[src/rtl/mpmc9_req_queue.sv]
// ----------------------------------------------------------------------------
// mpmc9_req_queue
//
// Per-channel request queue placed after the channel sync register stage.
// Each level-held bus cycle (cs_i high until the cycle ends) becomes exactly
// one queued entry. Entries are presented show-ahead to the channel arbiter
// over a valid/ready handshake. A cycle that starts while the queue is full is
// held pending until space frees, or dropped if the cycle is abandoned.
//
// Parameters:
//   W      data width in bits; byte-select width is W/8
//   DEPTH  number of entries (power of 2, at least 2)
//
// Ports:
//   clk, rstn       clock, asynchronous active-low reset
//   cs_i            channel select, held high for the whole bus cycle
//   we_i, sel_i,
//   adr_i, dati_i,
//   sr_i, cr_i      request fields captured at push time
//   req_valid_o     head entry valid toward the arbiter
//   req_ready_i     arbiter accepts the head entry
//   we_o, sel_o,
//   adr_o, dato_o,
//   sr_o, cr_o      head entry fields (0 while empty)
//   count_o         entries held, 0..DEPTH
//   full_o, empty_o registered occupancy flags
//   pend_o          a cycle has started but is not yet enqueued
// ----------------------------------------------------------------------------
module mpmc9_req_queue #(
    parameter int unsigned W     = 128,
    parameter int unsigned DEPTH = 4
) (
    input  logic                         clk,
    input  logic                         rstn,

    input  logic                         cs_i,
    input  logic                         we_i,
    input  logic [W/8-1:0]               sel_i,
    input  logic [31:0]                  adr_i,
    input  logic [W-1:0]                 dati_i,
    input  logic                         sr_i,
    input  logic                         cr_i,

    output logic                         req_valid_o,
    input  logic                         req_ready_i,
    output logic                         we_o,
    output logic [W/8-1:0]               sel_o,
    output logic [31:0]                  adr_o,
    output logic [W-1:0]                 dato_o,
    output logic                         sr_o,
    output logic                         cr_o,

    output logic [$clog2(DEPTH):0]       count_o,
    output logic                         full_o,
    output logic                         empty_o,
    output logic                         pend_o
);

    localparam int unsigned AW = $clog2(DEPTH);
    localparam int unsigned CW = AW + 1;
    localparam int unsigned SW = W / 8;

    // ------------------------------------------------------------------------
    // State
    // ------------------------------------------------------------------------
    logic [AW-1:0] r_rd_ptr;
    logic [AW-1:0] r_wr_ptr;
    logic [CW-1:0] r_count;
    logic          r_full;
    logic          r_empty;
    logic          r_pend;
    logic          r_cs_prev;

    // Entry storage; not reset, since the outputs are masked while empty.
    logic          r_mem_we  [DEPTH];
    logic [SW-1:0] r_mem_sel [DEPTH];
    logic [31:0]   r_mem_adr [DEPTH];
    logic [W-1:0]  r_mem_dat [DEPTH];
    logic          r_mem_sr  [DEPTH];
    logic          r_mem_cr  [DEPTH];

    // ------------------------------------------------------------------------
    // Handshake decode
    // ------------------------------------------------------------------------
    logic          w_start;
    logic          w_push_req;
    logic          w_push;
    logic          w_pop;
    logic          w_pend_d;
    logic [CW-1:0] w_count_d;

    // Rising edge of the level-held select marks a new bus cycle.
    assign w_start    = cs_i & ~r_cs_prev;
    assign w_push_req = w_start | r_pend;
    assign w_pop      = ~r_empty & req_ready_i;
    // When full, a same-edge pop frees the slot the push will occupy.
    assign w_push     = w_push_req & cs_i & (~r_full | w_pop);

    always_comb begin
        w_pend_d = r_pend;
        if (w_push) begin
            w_pend_d = 1'b0;
        end else if (!cs_i) begin
            // Cycle abandoned upstream before it could be queued.
            w_pend_d = 1'b0;
        end else if (w_start) begin
            w_pend_d = 1'b1;
        end
    end

    always_comb begin
        w_count_d = r_count;
        unique case ({w_push, w_pop})
            2'b10:   w_count_d = r_count + 1'b1;
            2'b01:   w_count_d = r_count - 1'b1;
            default: w_count_d = r_count;
        endcase
    end

    // ------------------------------------------------------------------------
    // Control registers
    // ------------------------------------------------------------------------
    always_ff @(posedge clk or negedge rstn) begin
        if (!rstn) begin
            r_rd_ptr  <= '0;
            r_wr_ptr  <= '0;
            r_count   <= '0;
            r_full    <= 1'b0;
            r_empty   <= 1'b1;
            r_pend    <= 1'b0;
            r_cs_prev <= 1'b0;
        end else begin
            r_cs_prev <= cs_i;
            r_pend    <= w_pend_d;
            r_count   <= w_count_d;
            r_full    <= (w_count_d == CW'(DEPTH));
            r_empty   <= (w_count_d == '0);
            // DEPTH is a power of 2, so pointer overflow wraps naturally.
            if (w_push) begin
                r_wr_ptr <= r_wr_ptr + 1'b1;
            end
            if (w_pop) begin
                r_rd_ptr <= r_rd_ptr + 1'b1;
            end
        end
    end

    // ------------------------------------------------------------------------
    // Entry storage write
    // ------------------------------------------------------------------------
    always_ff @(posedge clk) begin
        if (w_push) begin
            r_mem_we [r_wr_ptr] <= we_i;
            r_mem_sel[r_wr_ptr] <= sel_i;
            r_mem_adr[r_wr_ptr] <= adr_i;
            r_mem_dat[r_wr_ptr] <= dati_i;
            r_mem_sr [r_wr_ptr] <= sr_i;
            r_mem_cr [r_wr_ptr] <= cr_i;
        end
    end

    // ------------------------------------------------------------------------
    // Show-ahead head outputs
    // ------------------------------------------------------------------------
    always_comb begin
        we_o   = 1'b0;
        sel_o  = '0;
        adr_o  = '0;
        dato_o = '0;
        sr_o   = 1'b0;
        cr_o   = 1'b0;
        if (!r_empty) begin
            we_o   = r_mem_we [r_rd_ptr];
            sel_o  = r_mem_sel[r_rd_ptr];
            adr_o  = r_mem_adr[r_rd_ptr];
            dato_o = r_mem_dat[r_rd_ptr];
            sr_o   = r_mem_sr [r_rd_ptr];
            cr_o   = r_mem_cr [r_rd_ptr];
        end
    end

    assign req_valid_o = ~r_empty;
    assign count_o     = r_count;
    assign full_o      = r_full;
    assign empty_o     = r_empty;
    assign pend_o      = r_pend;

    // ------------------------------------------------------------------------
    // Internal consistency checks
    // ------------------------------------------------------------------------
    a_count_range: assert property (@(posedge clk) disable iff (!rstn)
        r_count <= CW'(DEPTH));
    a_flags_match: assert property (@(posedge clk) disable iff (!rstn)
        (r_full == (r_count == CW'(DEPTH))) && (r_empty == (r_count == '0)));
    a_ptr_match: assert property (@(posedge clk) disable iff (!rstn)
        (r_count == '0 || r_count == CW'(DEPTH)) == (r_rd_ptr == r_wr_ptr));
    a_pend_only_full: assert property (@(posedge clk) disable iff (!rstn)
        r_pend |-> r_full);

endmodule

[config.mk]
export PLATFORM = sky130hd
export DESIGN_NAME = mpmc9_req_queue
export DESIGN_NICKNAME = d
export VERILOG_FILES = /design/src/rtl/mpmc9_req_queue.sv
export SDC_FILE = /design/constraint.sdc
export NUM_CORES = 1
export LEC_CHECK = 0
export ABC_AREA = 0
export CORE_MARGIN = 3
export CORE_UTILIZATION = 59
export CTS_CLUSTER_SIZE = 12
export DETAILED_ROUTE_END_ITERATION = 10
export GPL_TIMING_DRIVEN = 0
export PLACE_DENSITY = 0.95
export SLEW_MARGIN = 20
export SYNTH_ARGS = -nofsm -noshare
export SYNTH_HDL_FRONTEND = slang
export SYNTH_SLANG_ARGS = --single-unit
[constraint.sdc]
create_clock -name clk -period 10.54 [get_ports clk]
set_input_delay 1.581 -clock clk [delete_from_list [all_inputs] [get_ports clk]]
set_output_delay 1.581 -clock clk [all_outputs]
set_load 0.005 [all_outputs]
==> flow_summary.json, run 1 <==
{
  "critical_path.cell_chain": "buf_2 > clkbuf_1 > buf_2 > mux4_2 > and2_1 > clkdlybuf4s50_1",
  "cts_tree": "done",
  "clkTransAtPathRegs_ns": 0.06,
  "tns_ns": 0,
  "hp-class": "reg2reg",
  "dieWidth_um": 222,
  "synth_area_um2": 27600,
  "crit_type": "reg2out",
  "path_buf_inv": 4,
  "synth_compound_area_share_pct": 0.150,
  "ys.warnings.count": 0,
  "ys_types": 27,
  "synth_top_family_by_area": "multiplexers",
  "netSwitchingFraction_pct": 26.8,
  "cts_hold_buf": 0,
  "cts_buffer_depth": 3,
  "setup_violations": 0,
  "dieHeight_um": 222,
  "drtAntennaViolNets": 0,
  "grt_usage_pct": 25.9,
  "place_congestion": 0.756,
  "p_leak_nw": 11.1,
  "start_util_pct": 60.2,
  "avgSynthCellArea_um2": 23.3,
  "dp_hpwl_mm": 39.8,
  "power_frac_comb_pct": 34.8,
  "wl_per_cell_um": 27.7,
  "grt_max_degree": 46,
  "synth_xor_xnor_area_share_pct": 0.191,
  "muxShareOfSynthArea_pct": 14.7,
  "clock-sinks": 727,
  "grt_antenna_before_repair": 11,
  "drive_gt1_share_pct": 18.9,
  "relSlewSlack_pct": 41.8,
  "hold_viol": 0,
  "post-place-ws_ns": 6.05,
  "cp.arrival_ns": 3.40,
  "cts_buffers": 72,
  "fin_nets": 1831,
  "first_iter_violations": 1289,
  "required_ns": 8.96,
  "final_area_um2": 34500,
  "design.die.area_um2": 49400,
  "h-tree-depth": 3,
  "pin_count": 369,
  "vdd_drop_max_uv": 196,
  "final_cell_mix": "edfxtp_1, clkdlybuf4s50_1, mux4_2, and2_1, clkbuf_16",
  "cts_root_buf": "clkbuf_16",
  "holdWs_ns": 0.598,
  "core_area_um2": 45800,
  "rsz0062_at_grt": "no",
  "finalCritPeriodShare_pct": 47.3,
  "vias_per_cell": 6.06,
  "fmax_ghz": 0.201,
  "drt_first_pass_iters": 5,
  "num_vias": 13900,
  "crit_slowest_cell": "clkbuf_1",
  "cap_violations": 0,
  "synthesis.nets": 1373,
  "post_dp_cell_area_um2": 32400,
  "endpoint_kind": "primary output",
  "synthSimpleGateAreaFrac_pct": 4.35,
  "insertion_delay_ns": 0.59,
  "postCtsResizedCells": 0,
  "final_common_cell": "edfxtp_1",
  "dp.cells": 2168,
  "drc_errors": 0,
  "power_density_nw_per_um2": 262,
  "slew_viol_final": 0,
  "pwr-share-clk_pct": 25.4,
  "tightest_slew_ns": 0.873,
  "start_kind": "flip-flop",
  "ys_seq_area_share_pct": 79.0,
  "crit_top_cell": "buf_2",
  "fin_ws_ns": 5.56,
  "syn_to_final_growth_pct": 25.1,
  "p_int_mw": 6.62,
  "rrSetupSlack_ns": 7.55,
  "ys_ff_latch": 727,
  "syn_inst": 1184,
  "io_buffers": 368,
  "power_switching_mw": 2.42,
  "grt_pass1_vias": 14900,
  "finish.utilization_pct": 75.3,
  "outcome": "finished, final reports clean",
  "slowest_delay_ns": 0.70,
  "skew_ns": 0.0216,
  "grt_pass1_wl_mm": 95.1,
  "grt_overflow": 0,
  "cts_setup_buffers": 0,
  "path_delay_family": "buffers and inverters",
  "critical_path.max_fanout": 10,
  "instances_no_fill": 2286,
  "synth-adder-area-share_pct": 0.300,
  "routed_wl_mm": 63.4,
  "period_needed_ns": 4.98,
  "totalPowerFinal_mw": 9.04,
  "rows": 78,
  "p_seq_share_pct": 39.8
}
==> power by group through the flow <==
stage | Sequential [mW] | Clock (mW) | Combinational, mW
5_1_grt | 3.61 | 2.45 | 3.34
3_5_place_dp | 3.65 | 0 | 3.13
4_1_cts | 3.60 | 2.34 | 3.19
2_1_floorplan | 3.67 | 0 | 1.60
3_3_place_gp | 3.73 | 0 | 2.99
6_report | 3.60 | 2.30 | 3.14
==> cell families (layout without fill, tap and decap cells) <==
kind of cell,after synthesis,after routing
compound gates,5,5
xor+xnor,6,6
fa+ha+maj,6,6
buf+inv,67,559
flops,727,727
mux,181,181
other cells,0,10
simple gates,192,192
==> routing by layer <==
metal  GRT usage (%)  vias up  wire length [µm]
met5               0        -                10
met4            12.4        2              2860
met3            5.45      148              4380
met2            44.0      662             33400
met1            32.4     7248             22800
li1                -     5793                 -
==> Yosys cell counts <==
cell type | n | area, µm²
edfxtp_1 | 716 | 21500
and2_1 | 183 | 1140
mux4_2 | 179 | 4030
clkbuf_1 | 27 | 101
buf_2 | 20 | 100
buf_6 | 11 | 124
dfrtp_1 | 10 | 250
inv_1 | 6 | 22.5
xnor2_1 | 6 | 52.6
ha_1 | 5 | 62.6
a21oi_1 | 2 | 10.0
buf_1 | 2 | 7.51
mux2_2 | 2 | 22.5
nor3_1 | 2 | 10.0
a221oi_2 | 1 | 15.0
a31o_2 | 1 | 8.76
and3_1 | 1 | 6.26
clkinv_1 | 1 | 3.75
dfstp_2 | 1 | 26.3
fa_1 | 1 | 20.0
nand2_1 | 1 | 3.75
nand2b_1 | 1 | 6.26
nor2_1 | 1 | 3.75
nor3b_1 | 1 | 7.51
nor4bb_1 | 1 | 10.0
o21a_1 | 1 | 7.51
or2_2 | 1 | 6.26
==> flip-flops by register name (all words and copies together) (netlist names), 3 cells and up <==
register   flops
r_mem_cr       4
count_o        3
r_mem_we       4
r_mem_sr       4
r_mem_dat    512
r_mem_adr    128
r_mem_sel     64
==> worst reg2reg max path, stage by stage (launching register included) <==
cell	delay, ns
dfstp_2	0.38
nand2b_1	0.22
a221oi_2	0.60
inv_1	0.14
ha_1	0.29
fa_1	0.42
xnor2_1	0.42
nor3_1	0.12
or2_2	0.29
==> area by class of cell <==
type                    instances  area, µm²
clock inverters                 8       47.5
fillers                      2319      11300
inverters                       7       26.3
well taps                     600        751
diodes                         10       25.0
clock buffers                 100       2010
repair buffers                384       4060
multi-input cells             390       5440
plain buffers                  60        334
flip-flops and latches        727      21800
==> path summary, 6_finish.rpt <==
kind	startpoint	depth (start not counted)	end
setup reg to reg	empty_o	8	count_o[2]
setup / recovery	r_rd_ptr[1]	6	dato_o[70]
hold reg to reg	r_wr_ptr[1]	1	r_wr_ptr[1]
max in group asynchronous	rstn	1	empty_o
min in group asynchronous	rstn	1	r_wr_ptr[0]
hold / removal	r_wr_ptr[1]	1	r_wr_ptr[1]
No activity file was read; power rests on OpenSTA's default activity.
==> run 2: changes to the inputs <==
--- a/config.mk
+++ b/config.mk
@@ -7,11 +7,11 @@
 export LEC_CHECK = 0
 export ABC_AREA = 0
 export CORE_MARGIN = 3
-export CORE_UTILIZATION = 59
+export CORE_UTILIZATION = 55
 export CTS_CLUSTER_SIZE = 12
 export DETAILED_ROUTE_END_ITERATION = 10
 export GPL_TIMING_DRIVEN = 0
-export PLACE_DENSITY = 0.95
+export PLACE_DENSITY = 0.91
 export SLEW_MARGIN = 20
 export SYNTH_ARGS = -nofsm -noshare
 export SYNTH_HDL_FRONTEND = slang
==> constraint.sdc (replaced) <==
create_clock -name clk -period 4.6 [get_ports clk]
set_input_delay 0.69 -clock clk [delete_from_list [all_inputs] [get_ports clk]]
set_output_delay 0.69 -clock clk [all_outputs]
set_load 0.005 [all_outputs]
==> flow_summary.json, run 2 (synthesis gave the netlist of run 1 again) <==
{
  "instances_no_fill": 2359,
  "grt_pass1_vias": 14800,
  "period_needed_ns": 4.27,
  "routed_wl_mm": 61.4,
  "dieWidth_um": 230,
  "final_cell_mix": "edfxtp_1, clkdlybuf4s50_1, mux4_2, and2_1, clkbuf_16",
  "totalPowerFinal_mw": 20.9,
  "rr_endpoint": "r_mem_dat[0][123]",
  "drtAntennaViolNets": 0,
  "h-tree-depth": 3,
  "fin_nets": 1834,
  "hp-class": "in2async",
  "seq_area_um2": 21800,
  "cts_root_buf": "clkbuf_16",
  "drive_gt1_share_pct": 19.4,
  "cts_hold_buf": 0,
  "cts_buffer_depth": 3,
  "grt_pass1_wl_mm": 93.2,
  "clock-sinks": 727,
  "final_area_um2": 34700,
  "num-fill-cells": 2874,
  "first_iter_violations": 1013,
  "wl_per_cell_um": 26.0,
  "cts_setup_buffers": 0,
  "place_congestion": 0.746,
  "met2_usage_pct": 39.0,
  "fin_ws_ns": 0.332,
  "critical_path.cell_chain": "clkinv_1 > clkbuf_1 > clkbuf_1 > and2_1 > clkdlybuf4s50_1",
  "post-place-ws_ns": 0.886,
  "dieHeight_um": 230,
  "crit_type": "reg2out",
  "rows": 81,
  "hold_viol": 0,
  "io_buffers": 368,
  "skew_ns": 0.0199,
  "r2r_start": "empty_o",
  "path_buf_inv": 4,
  "core_area_um2": 49300,
  "met3_usage_pct": 6.83,
  "required_ns": 3.91,
  "largestRegisters": "r_mem_dat: 512 flops, r_mem_adr: 128 flops, r_mem_sel: 64 flops",
  "grt_max_degree": 47,
  "slew_viol_final": 0,
  "endpoint_kind": "primary output",
  "crit_top_cell": "clkbuf_1",
  "holdWs_ns": 0.450,
  "grt_use_met1_pct": 30.6,
  "rrSetupSlack_ns": 1.77,
  "reg2regPathDepth": 5,
  "finalCritPeriodShare_pct": 92.8,
  "dp_hpwl_mm": 38.3,
  "largest_register_ffs": 512,
  "outcome": "finished, final reports clean",
  "vdd_drop_max_uv": 501,
  "largest-register": "r_mem_dat",
  "path_delay_family": "buffers and inverters",
  "power_density_nw_per_um2": 602,
  "clkTransAtPathRegs_ns": 0.06,
  "grt.busiest_layer": "met2",
  "start_kind": "flip-flop",
  "post_dp_cell_area_um2": 32500,
  "critical_path.max_fanout": 10,
  "grt_antenna_before_repair": 12,
  "p_leak_nw": 11.2,
  "setup_violations": 0,
  "multiInputGateArea_um2": 5440,
  "grt_overflow": 0,
  "fmax_ghz": 0.234,
  "rsz0062_at_grt": "no",
  "dp.cells": 2232,
  "syn_to_final_growth_pct": 25.8,
  "start_util_pct": 56.0,
  "final_common_cell": "edfxtp_1",
  "drc_errors": 0,
  "cap_violations": 0,
  "pin_count": 369,
  "grt_usage_pct": 23.7,
  "drt_first_pass_iters": 5,
  "vias_per_cell": 5.77,
  "design.die.area_um2": 52800,
  "tightest_slew_ns": 1.01,
  "num_vias": 13600,
  "relSlewSlack_pct": 32.8,
  "slowest_delay_ns": 0.80,
  "cp.arrival_ns": 3.58,
  "cts_buffers": 75,
  "cts_tree": "done",
  "insertion_delay_ns": 0.60,
  "crit_slowest_cell": "clkbuf_1",
  "postCtsResizedCells": 0
}
[run 2: power breakdown]
part,leakage (nW),total (mW),internal [mW],switching [mW]
clock,1.05,5.47,3.13,2.35
combinational,3.48,7.15,4.10,3.05
sequential,6.63,8.23,8.04,0.194
total,11.2,20.9,15.3,5.59
[run 2: layout make-up]
cell class	count	area share (%)
Antenna cell	5	0.0361
Buffer	60	0.960
Clock buffer	104	5.85
Clock inverter	18	0.430
Inverter	7	0.0758
Multi-Input combinational cell	390	15.7
Sequential cell	727	62.8
Tap cell	664	2.40
Timing Repair Buffer	384	11.7
[run 2: stage by stage]
step                util [%]  TNS [ns]
finish                  70.4         0
global route            70.4         0
CTS                     70.4         0
detailed placement      65.9         0
global placement        65.1  -1094.20
floorplan                  -         0
[run 2: worst max path at each step]
stage | startpoint | end | slack [ns] | cells past startpoint
final | empty_o | sel_o[1] | 0.33 | 5
after global routing | empty_o | sel_o[1] | 0.1 | 5
after CTS | empty_o | sel_o[1] | 0.20 | 5
after detailed placement | empty_o | sel_o[1] | 0.89 | 5
after global placement | req_ready_i | r_mem_adr[0][5] | -1.58 | 4
after floorplan | req_ready_i | r_mem_adr[0][0] | 0.67 | 3
[run 2: layer usage]
metal / vias to the layer above / wire length [µm]
met5: - / 96
met4: 16 / 1770
met3: 130 / 5320
met2: 607 / 31200
met1: 7062 / 23000
li1: 5805 / -
==> run 3: changes to the inputs <==
--- a/config.mk
+++ b/config.mk
@@ -8,7 +8,7 @@
 export ABC_AREA = 0
 export CORE_MARGIN = 3
 export CORE_UTILIZATION = 55
-export CTS_CLUSTER_SIZE = 12
+export CTS_CLUSTER_SIZE = 24
 export DETAILED_ROUTE_END_ITERATION = 10
 export GPL_TIMING_DRIVEN = 0
 export PLACE_DENSITY = 0.91
==> flow_summary.json, run 3 (synthesis gave the netlist of run 1 again) <==
{
  "largest-register": "r_mem_dat",
  "crit_slowest_cell": "clkbuf_1",
  "insertion_delay_ns": 0.59,
  "critical_path.max_fanout": 10,
  "holdWs_ns": 0.475,
  "cts_tree": "done",
  "pin_count": 369,
  "clkTransAtPathRegs_ns": 0.06,
  "fin_nets": 1832,
  "drc_errors": 0,
  "drtAntennaViolNets": 0,
  "clock-sinks": 727,
  "grt_pass1_wl_mm": 93.4,
  "crit_top_cell": "clkbuf_1",
  "grt_antenna_before_repair": 14,
  "hold_viol": 0,
  "period_needed_ns": 4.29,
  "slew_viol_final": 0,
  "cts_buffers": 73,
  "outcome": "finished, final reports clean",
  "grt_usage_pct": 23.8,
  "post_dp_cell_area_um2": 32500,
  "grt_max_degree": 47,
  "final_area_um2": 34900,
  "required_ns": 3.91,
  "cap_violations": 0,
  "p_seq_share_pct": 38.7,
  "dieWidth_um": 230,
  "num_vias": 13700,
  "finalCritPeriodShare_pct": 93.3,
  "post-place-ws_ns": 0.886,
  "dp_hpwl_mm": 38.3,
  "h-tree-depth": 3,
  "routed_wl_mm": 61.7,
  "postCtsResizedCells": 0,
  "largestRegisters": "r_mem_dat: 512 flops, r_mem_adr: 128 flops, r_mem_sel: 64 flops",
  "cts_buffer_depth": 3,
  "skew_ns": 0.0193,
  "rows": 81,
  "slowest_delay_ns": 0.85,
  "final_common_cell": "edfxtp_1",
  "p_int_mw": 15.6,
  "tns_ns": 0,
  "relSlewSlack_pct": 28.3,
  "drive_gt1_share_pct": 20.0,
  "largest_register_ffs": 512,
  "hp-class": "in2async",
  "place_congestion": 0.746,
  "fmax_ghz": 0.233,
  "cp.arrival_ns": 3.60,
  "start_kind": "flip-flop",
  "p_leak_nw": 11.3,
  "rsz0062_at_grt": "no",
  "syn_to_final_growth_pct": 26.6,
  "fin_ws_ns": 0.310,
  "wl_per_cell_um": 26.0,
  "vdd_drop_max_uv": 433,
  "cts_setup_buffers": 0,
  "netSwitchingFraction_pct": 26.5,
  "instances_no_fill": 2369,
  "vias_per_cell": 5.79,
  "final_cell_mix": "edfxtp_1, clkdlybuf4s50_1, mux4_2, and2_1, clkbuf_16",
  "grt_pass1_vias": 14800,
  "dieHeight_um": 230,
  "power_frac_comb_pct": 33.6,
  "tightest_slew_ns": 1.07,
  "design.die.area_um2": 52800,
  "power_switching_mw": 5.64,
  "core_area_um2": 49300,
  "drt_first_pass_iters": 5,
  "first_iter_violations": 1202,
  "path_buf_inv": 4,
  "start_util_pct": 56.0,
  "dp.cells": 2232,
  "power_density_nw_per_um2": 610,
  "setup_violations": 0,
  "io_buffers": 368,
  "critical_path.cell_chain": "clkinv_1 > clkbuf_1 > clkbuf_1 > and2_1 > clkdlybuf4s50_1",
  "crit_type": "reg2out",
  "cts_root_buf": "clkbuf_16",
  "path_delay_family": "buffers and inverters",
  "cts_hold_buf": 0,
  "endpoint_kind": "primary output",
  "pwr-share-clk_pct": 27.7,
  "grt_overflow": 0
}
[run 3: power groups by stage]
| stage | sequential (mW) | combinational, mW | clock, mW |
|---|---|---|---|
| after floorplan | 8.34 | 3.66 | 0 |
| after global placement | 8.41 | 6.91 | 0 |
| after detailed placement | 8.35 | 7.16 | 0 |
| after CTS | 8.23 | 7.29 | 6.03 |
| after global routing | 8.27 | 7.61 | 6.29 |
| final | 8.23 | 7.15 | 5.91 |
[run 3: routing by layer]
layer | wire length, µm | track usage, % | vias up
met5 | 80 | 0 | -
met1 | 22800 | 30.7 | 7157
met4 | 1750 | 8.11 | 14
met3 | 5630 | 6.97 | 126
met2 | 31400 | 39.3 | 638
li1 | - | - | 5792
[run 3: path summary, 6_finish.rpt]
kind	startpoint	end	slack, ns	cells after the start
worst min-delay path	rstn	r_wr_ptr[0]	0.48	1
worst min register to register	full_o	pend_o	0.63	1
worst max-delay path	empty_o	sel_o[1]	0.31	5
max in group asynchronous	rstn	full_o	3.74	1
worst max register to register	empty_o	count_o[2]	1.68	8
min in group clk	full_o	pend_o	0.63	1
[run 3: through the flow]
stage | utilization, % | total power, mW
after floorplan | - | 12.0
after global placement | 65.1 | 15.3
after detailed placement | 65.9 | 15.5
after CTS | 70.8 | 21.5
after global routing | 70.8 | 22.2
final | 70.8 | 21.3
[run 3: worst reg2reg max path: stages (launching register included)]
cell      delay (ns)
dfstp_2         0.38
nand2b_1        0.23
a221oi_2        0.59
inv_1           0.14
ha_1            0.28
fa_1            0.41
xnor2_1         0.36
nor3_1          0.11
or2_2           0.29
[run 3: layout make-up]
cell class,instances,area [µm²]
flip-flops and latches,727,21800
fillers,2821,14400
multi-input cells,390,5440
repair buffers,384,4070
clock buffers,89,1970
well taps,664,831
clock inverters,41,418
plain buffers,60,333
inverters,7,26.3
diodes,7,17.5
